### config.mk
export PLATFORM = sky130hd
export DESIGN_NAME = seq_detector_param
export DESIGN_NICKNAME = d
export VERILOG_FILES = /design/src/rtl/seqdet_pkg.sv /design/src/rtl/seqdet_sat_counter.sv /design/src/rtl/seq_detector_param.sv
export SDC_FILE = /design/constraint.sdc
export NUM_CORES = 1
export LEC_CHECK = 0
export ABC_CLOCK_PERIOD_IN_PS = 1500
export CAP_MARGIN = 20
export CELL_PAD_IN_SITES_DETAIL_PLACEMENT = 2
export CELL_PAD_IN_SITES_GLOBAL_PLACEMENT = 2
export CORE_MARGIN = 5
export CORE_UTILIZATION = 25
export DETAILED_ROUTE_END_ITERATION = 10
export PLACE_DENSITY_LB_ADDON = 0.1
export RECOVER_POWER = 100
export SYNTH_ARGS = -nofsm -noshare
export SYNTH_HDL_FRONTEND = slang
export SYNTH_SLANG_ARGS = --single-unit
export TNS_END_PERCENT = 1
### constraint.sdc
create_clock -name clk -period 1.5 [get_ports clk]
set_input_delay 0.3 -clock clk [delete_from_list [all_inputs] [get_ports clk]]
set_output_delay 0.3 -clock clk [all_outputs]
set_load 0.05 [all_outputs]
### src/rtl/seqdet_pkg.sv
// Shared constants for the parametrised serial pattern detector: default pattern,
// legal pattern-length range and overlap mode encodings.
package seqdet_pkg;

  localparam int         SEQDET_PAT_W_MIN   = 2;
  localparam int         SEQDET_PAT_W_MAX   = 32;
  localparam logic [2:0] SEQDET_DEFAULT_PAT = 3'b101;

  localparam logic SEQDET_OVERLAP    = 1'b1;
  localparam logic SEQDET_NONOVERLAP = 1'b0;

endpackage

### src/rtl/seqdet_sat_counter.sv
// Saturating up-counter with synchronous clear; the count is visible one cycle after inc.
// No backpressure: increments requested at all-ones are dropped.
module seqdet_sat_counter #(
  parameter int W = 8
) (
  input  logic         clk,
  input  logic         clr,
  input  logic         inc,
  output logic [W-1:0] cnt
);

  logic [W-1:0] cnt_q, cnt_d;

  always_comb begin
    cnt_d = cnt_q;
    if (inc && (cnt_q != '1)) cnt_d = cnt_q + W'(1);
  end

  always_ff @(posedge clk) begin
    if (clr) cnt_q <= '0;
    else     cnt_q <= cnt_d;
  end

  assign cnt = cnt_q;

endmodule

### src/rtl/seq_detector_param.sv
// Serial pattern detector: z pulses on the edge sampling the last pattern bit (registered, 1 cycle).
// No backpressure; in_valid gates sampling. Match counter present only with SEQDET_CNT_EN.
module seq_detector_param
  import seqdet_pkg::*;
#(
  parameter int               PAT_W       = 3,
  parameter logic [PAT_W-1:0] DEFAULT_PAT = PAT_W'(SEQDET_DEFAULT_PAT),
  parameter int               CNT_W       = 8
) (
  input  logic             clk,
  input  logic             rst,
  input  logic             x,
  input  logic             in_valid,
  input  logic             overlap,
  input  logic             pat_load,
  input  logic [PAT_W-1:0] pat_in,
  output logic             z
`ifdef SEQDET_CNT_EN
  ,
  output logic [CNT_W-1:0] match_cnt
`endif
);

  localparam int                HIST_W   = PAT_W - 1;
  localparam int                FILL_W   = $clog2(PAT_W);
  localparam logic [FILL_W-1:0] FILL_MAX = FILL_W'(PAT_W - 1);

  if (PAT_W < SEQDET_PAT_W_MIN || PAT_W > SEQDET_PAT_W_MAX) begin : g_bad_pat_w
    $error("seq_detector_param: PAT_W out of range");
  end
  if (CNT_W < 1) begin : g_bad_cnt_w
    $error("seq_detector_param: CNT_W must be at least 1");
  end
  if (SEQDET_OVERLAP == SEQDET_NONOVERLAP) begin : g_bad_modes
    $error("seq_detector_param: overlap mode encodings collide");
  end

  logic [PAT_W-1:0]  pat_q, pat_d;
  logic [HIST_W-1:0] hist_q, hist_d;
  logic [FILL_W-1:0] fill_q, fill_d;
  logic              z_q, z_d;
  logic [PAT_W-1:0]  cand;
  logic              full;
  logic              hit;

  always_comb begin
    cand   = {hist_q, x};
    full   = (fill_q == FILL_MAX);
    hit    = in_valid && !pat_load && full && (cand == pat_q);
    pat_d  = pat_q;
    hist_d = hist_q;
    fill_d = fill_q;
    z_d    = 1'b0;
    if (pat_load) begin
      // A bit arriving with the load belongs to the old pattern and is dropped.
      pat_d  = pat_in;
      hist_d = '0;
      fill_d = '0;
    end else if (in_valid) begin
      hist_d = cand[HIST_W-1:0];
      if (hit) begin
        z_d    = 1'b1;
        fill_d = (overlap == SEQDET_NONOVERLAP) ? '0 : fill_q;
      end else if (!full) begin
        fill_d = fill_q + FILL_W'(1);
      end
    end
  end

  always_ff @(posedge clk) begin
    if (rst) begin
      pat_q  <= DEFAULT_PAT;
      hist_q <= '0;
      fill_q <= '0;
      z_q    <= 1'b0;
    end else begin
      pat_q  <= pat_d;
      hist_q <= hist_d;
      fill_q <= fill_d;
      z_q    <= z_d;
    end
  end

  assign z = z_q;

`ifdef SEQDET_CNT_EN
  seqdet_sat_counter #(.W(CNT_W)) u_cnt (
    .clk (clk),
    .clr (rst),
    .inc (hit),
    .cnt (match_cnt)
  );
`endif

endmodule

==> impl_metrics.csv <==
group,metric,value,unit
outcome,status,"finished, final reports clean",
power,vdd_drop_max,0.507,mV
final_layout,nFillCells,173,
clock_network,clk_path_buf_depth,2,
timing,clock_skew,6.41,ps
worst_setup_path,cp.required,1680,ps
placement,globalplace.congestion,0.699,
timing,clock.fmax,709,MHz
timing,fin_crit_sh,0.940,
grt,grt_overflow,0,
placement,dpl.hpwl,783,um
grt,grt_pass1_wl,1.75,mm
yosys,synth_compound_area_frac,0.110,
floorplanning,num_rows,14,
timing,relSlewSlack,0.665,
floorplanning,dieArea,2550,sq um
clock_network,clock_latency,260,ps
run,maxCapViolCount,0,
yosys,ys_types,22,
clock_network,htreeDepth,1,
clock_network,tritoncts,"built",
clock_network,cts-root-buf,"clkbuf_4",
timing,worst_slew_pin_slew,502,ps
detailed_routing,routedWlPerCell,14.8,um
grt,track_usage,0.0970,
floorplanning,die_w,50.5,um
power,leakagePower,0.230,nW
detailed_routing,drtIter0Drc,1,
floorplanning,initial_core_util,0.269,
detailed_routing,drt-total-wl,1.01,mm
grt,grt_pass1_vias,384,
detailed_routing,antenna_left,0,
timing,finalSetupViolCount,0,
worst_setup_path,path_class,"in -> reg",
floorplanning,core-area,1520,sq um
placement,dp_slack,-131,ps
timing,setup_tns,0,ps
yosys,synth_xor_area_frac,0.0854,
yosys,syn_nets,49,
timing,maxSlewViolCount,0,
yosys,yosys_warnings,0,
detailed_routing,vias,331,
yosys,ys_ff_latch,8,
timing,finalHoldViolCount,0,
clock_network,clk_pin_slew,60,ps
hold_path,worstHoldPathType,"reg -> reg",
placement,io_buffers,9,
worst_setup_path,cp.arrival,1590,ps
detailed_routing,drt_pass1_iterations,2,
floorplanning,die_y,50.5,um
power,power-per-cell-area,843,nW/um^2
detailed_routing,vias_per_cell,4.87,
timing,rsz0062_at_grt,"false",
final_layout,syn_to_final_growth,41.5,%
final_layout,nets,64,
timing,holdWs,536,ps
worst_setup_path,cp_max_fo,4,
yosys,muxShareOfSynthArea,0.101,
yosys,postSynthAreaPerCell,10.5,sq um
clock_network,clkSinkCount,8,
yosys,synth_top_family_by_area,"simple AND/OR/NAND/NOR gates",
yosys,yosys.area_share.simple,0.238,
yosys,yosysSeqAreaShare,0.390,
final_layout,drive_above_1_share,0.288,
timing,min_period,1410,ps
clock_network,cts_buffers,3,
timing,setup_ws,90.3,ps
yosys,synthesis.area,410,sq um
worst_setup_path,startpoint_type,"primary input",
grt,grt_max_degree,10,
grt,antenna_found_initial,0,
clock_network,post-cts-setup-buffer-count,0,
final_layout,antennaDiodeCount,0,
detailed_routing,drc,0,
floorplanning,io_pins,10,
worst_setup_path,cp-end-kind,"flip-flop",
yosys,synthCells,39,
yosys,synthAdderAreaFrac,0.0305,
Yosys cell counts (all sizes together):
library cell / n / share of area
a21oi: 2 / 0.024
nor2b: 1 / 0.021
inv: 1 / 0.0091
dfxtp: 8 / 0.39
mux2: 1 / 0.027
a211oi: 1 / 0.018
xnor2: 4 / 0.085
nor2: 2 / 0.024
or2b: 1 / 0.018
nand2b: 1 / 0.021
nor3: 3 / 0.049
nor3b: 2 / 0.037
mux2i: 3 / 0.073
nand4: 1 / 0.030
ha: 1 / 0.030
buf: 1 / 0.027
a2111oi: 1 / 0.024
and2b: 2 / 0.037
clkbuf: 1 / 0.0091
a211o: 2 / 0.043
registers in the layout (all words and copies together) (netlist names):
name,cells
pat_q,3
fill_q,2
hist_q,2
z,1
what timing repair did:
action / in CTS / in global routing
resized for setup: 2 / 7
hold buffers: 0 / 0
endpoints found under the setup margin: 2 / 2
cell families (layout without fill, tap and decap cells):
logic type / count (synthesis) / in the layout
AND/OR/NAND/NOR: 13 / 13
multiplexers: 4 / 4
XOR/XNOR: 4 / 4
buffers and inverters: 3 / 16
AO/OA/AOI/OAI: 6 / 6
adder cells (fa/ha/maj): 1 / 1
flip-flops: 8 / 8
report_power, final:
part	leakage (nW)	switching, W	internal [W]
sequential	0.0659	0.00000674	0.000221
clock	0.0138	0.0000822	0.0000922
combinational	0.150	0.0000367	0.0000501
critical path: stages:
cell	delay [ps]
dlygate4sd3_1	590
nor2b_4	140
nand4_4	140
mux2_4	330
nor3_2	90
per-layer routing:
| metal | wire length (um) | global-route usage | vias up | share of wire |
|---|---|---|---|---|
| met5 | 0 | 0 | - | 0 |
| met4 | 36 | 0.0766 | 0 | 0.036 |
| met3 | 69 | 0.0503 | 4 | 0.069 |
| met2 | 450 | 0.138 | 12 | 0.45 |
| met1 | 448 | 0.106 | 151 | 0.45 |
| li1 | - | - | 164 | - |
metrics by stage:
step / std cells / util / cell area [sq um] / power [W]
floorplan: 39 / - / 410 / 0.000276
global placement: 65 / 0.353 / 538 / 0.000307
detailed placement: 65 / 0.353 / 538 / 0.000313
CTS: 68 / 0.372 / 567 / 0.000494
global route: 68 / 0.381 / 581 / 0.000520
finish: 68 / 0.381 / 581 / 0.000489
final timing paths:
check | from | to | slack [ps] | depth (start not counted)
max | pat_load | fill_q[0]$_SDFFE_PP0P_ | 90 | 5
min | pat_q[1]$_SDFFE_PP0P_ | pat_q[1]$_SDFFE_PP0P_ | 540 | 2
max reg2reg | fill_q[0]$_SDFFE_PP0P_ | fill_q[0]$_SDFFE_PP0P_ | 100 | 6
min reg2reg | pat_q[1]$_SDFFE_PP0P_ | pat_q[1]$_SDFFE_PP0P_ | 540 | 2
cells in the final DEF, fill, tap and decap left out, types with 2 or more instances in the layout:
master,n
clkdlybuf4s50_1,7
nor3b_1,2
dfxtp_1,7
a211o_1,2
xnor2_1,4
clkbuf_4,3
and2b_1,2
buf_4,2
a21oi_1,2
mux2i_1,3
nor3_1,2
cell type report:
class / instances / area [sq um] / area share
Inverter: 1 / 3.75 / 0.00647
Timing Repair Buffer: 12 / 111 / 0.192
Multi-Input combinational cell: 28 / 262 / 0.450
Clock buffer: 3 / 22.5 / 0.0388
Tap cell: 16 / 20.0 / 0.0345
Sequential cell: 8 / 161 / 0.278
Power figures use the tool's default switching activity.
==> edit (same flow settings) <==
The option `SEQDET_CNT_EN` is turned on by a define.
--- a/src/rtl/seq_detector_param.sv
+++ b/src/rtl/seq_detector_param.sv
@@ -1,5 +1,7 @@
 // Serial pattern detector: z pulses on the edge sampling the last pattern bit (registered, 1 cycle).
 // No backpressure; in_valid gates sampling. Match counter present only with SEQDET_CNT_EN.
+`define SEQDET_CNT_EN
+
 module seq_detector_param
   import seqdet_pkg::*;
 #(
Check against the original RTL (old outputs only; new: match_cnt): equivalent (Yosys induction, for registers that start in step).
==> edit against the unedited design <==
  * The flow now finishes with violations (setup timing)
  * Synthesized area rose by 89%
  * Sequential cell count rose by 8
  * Die area rose by 69%
  * Total power rose by 71%
  * Worst setup slack got worse by 0.52 ns
  * First-iteration DRC count rose to 12 times the old value
  * Global-route usage rose by 2.3 points
  * Final area rose by 140%
  * Routed wire length rose by 150%
  * Sequential power rose by 92%
  * Critical path type unchanged
  * Largest power group unchanged
  * Highest routed layer unchanged
==> edit: results (changes against the unedited design) <==
stage	metric	value	unit	change
yosys	asr flop ratio synth	0		unchanged
outcome	status	finished, violations left		was complete, no violations
outcome	failing checks	setup timing		
clock_tree	Clk pin slew, worst setup/hold paths	0.11	ns	was 0.06 ns
clock_tree	clk root buf	clkbuf_4		unchanged
global_routing	vias in the first global route	870		was 384
worst_setup_path	Worst Path Arrival	2.17	ns	was 1.59 ns
sta	Tightest Pin Transition	0.480	ns	was 0.502 ns
clock_tree	Bufs on Longest Clock Path	2		unchanged
sta	Fin Setup TNS	-3.13	ns	was 0 ns
layout	max FFs per register	8		was 3
yosys	Syn. warnings	0		unchanged
global_routing	gr usage total	0.120		was 0.0970
sta	Setup Skew	0.00437	ns	was 0.00641 ns
routing	vias	803		was 331
placement	gpl congestion	0.683		was 0.699
global_routing	first-pass GRT wire length	3.98	mm	was 1.75 mm
placement	port bufs	17		was 9
routing	Detailed Routing Iterations Pass 1	2		unchanged
yosys	Post-synth top flop	dfxtp_1		unchanged
yosys	Synth area leaders	dfxtp_1 41%, mux2i_1 5.2%, a21oi_1 4.5%		was dfxtp_1 39%, xnor2_1 8.5%, mux2i_1 7.3%
clock_tree	Num CTS Buffers	3		unchanged
routing	DR iter-0 viols	12		was 1
min_path	Hold Crit Class	reg -> reg		unchanged
yosys	sequential element share of the synthesized area	0.414		was 0.390
routing	total wire length	2.50	mm	was 1.01 mm
placement	hpwl dp	1.71	mm	was 783 um
clock_tree	worst skew pair latency	0.30	ns	was 0.26 ns
worst_setup_path	crit-path max FO	8		was 4
clock_tree	CTS Hold Bufs	0		unchanged
global_routing	largest net degree at the start of global routing	19		was 10
power	Max IR drop VDD	361	uV	was 507 uV
sta	Final setup viols	10		was 0
yosys	synth cell count leaders	16 x dfxtp_1, 7 x a21oi_1, 5 x inv_1, 5 x nor2_1		was 8 x dfxtp_1, 4 x xnor2_1, 3 x mux2i_1
yosys	distinct cell type count after synthesis	29		was 22
clock_tree	H-tree levels	1		unchanged
global_routing	initial antenna violation count	0		unchanged
power	Pleak	0.497	nW	was 0.230 nW
layout	share of cells above drive strength 1	0.452		was 0.288
layout	ANT cells	0		unchanged
layout	fin nets	138		was 64
yosys	Synthesized Nets	98		was 49
sta	fin worst setup slack	-0.432	ns	was 0.0903 ns
[edit: critical path: stages]
cell             delay [ns]
clkdlybuf4s50_1        0.43
nand3b_1               0.18
or4_4                  0.57
buf_6                  0.18
or3_1                  0.37
a21oi_2                0.14
[edit: power by group]
part / internal, mW / total (mW) / switching [mW] / leakage, nW
Clock: 0.148 / 0.305 / 0.157 / 0.0210
Combinational: 0.0526 / 0.0931 / 0.0405 / 0.345
Sequential: 0.432 / 0.438 / 0.00595 / 0.131
[edit: timing repair]
action	in CTS	in global routing
setup buffers	1	1
pin swaps	11	6
resized for setup	18	14
endpoints found under the setup margin	11	11
[edit: path summary, 6_finish.rpt]
path	startpoint	endpoint	slack [ns]	cells past startpoint
setup / recovery	pat_load	u_cnt.cnt[0]	-0.43	6
setup reg to reg	fill_q[0]	u_cnt.cnt[0]	-0.42	7
hold reg to reg	hist_q[1]	hist_q[1]	0.55	2
hold / removal	hist_q[1]	hist_q[1]	0.55	2
[edit: area by class of cell]
class	count	area [um^2]
Sequential cell	16	325
Multi-Input combinational cell	61	562
Clock buffer	4	36.3
Tap cell	33	41.3
Inverter	5	18.8
Timing Repair Buffer	40	414
Fill cell	331	1610
[edit: cell families after synthesis]
family                     after synthesis  share of synthesized area
buffers and inverters                   10                     0.0517
and+or+nand+nor                         31                      0.226
DFF                                     16                      0.414
AOI/OAI and AO/OA                       20                      0.176
xor gates and xnor gates                 3                     0.0339
muxes                                    5                     0.0662
adders and majority gates                2                     0.0323
[edit: metrics by stage]
step                setup slack (ns)  area (um^2)  std cells
floorplan                     -0.377          797         87
global placement              -0.856         1240        153
detailed placement            -0.906         1240        153
CTS                           -0.459         1360        158
global route                  -0.492         1400        159
finish                        -0.432         1400        159
[edit: metal layers]
layer / share of wire / up-vias / wire length [um] / track usage
li1: - / 398 / - / -
met1: 0.48 / 388 / 1200 / 0.152
met2: 0.48 / 13 / 1190 / 0.189
met3: 0.030 / 4 / 75 / 0.0256
met4: 0.014 / 0 / 34 / 0.0622
met5: 0 / - / 0 / 0
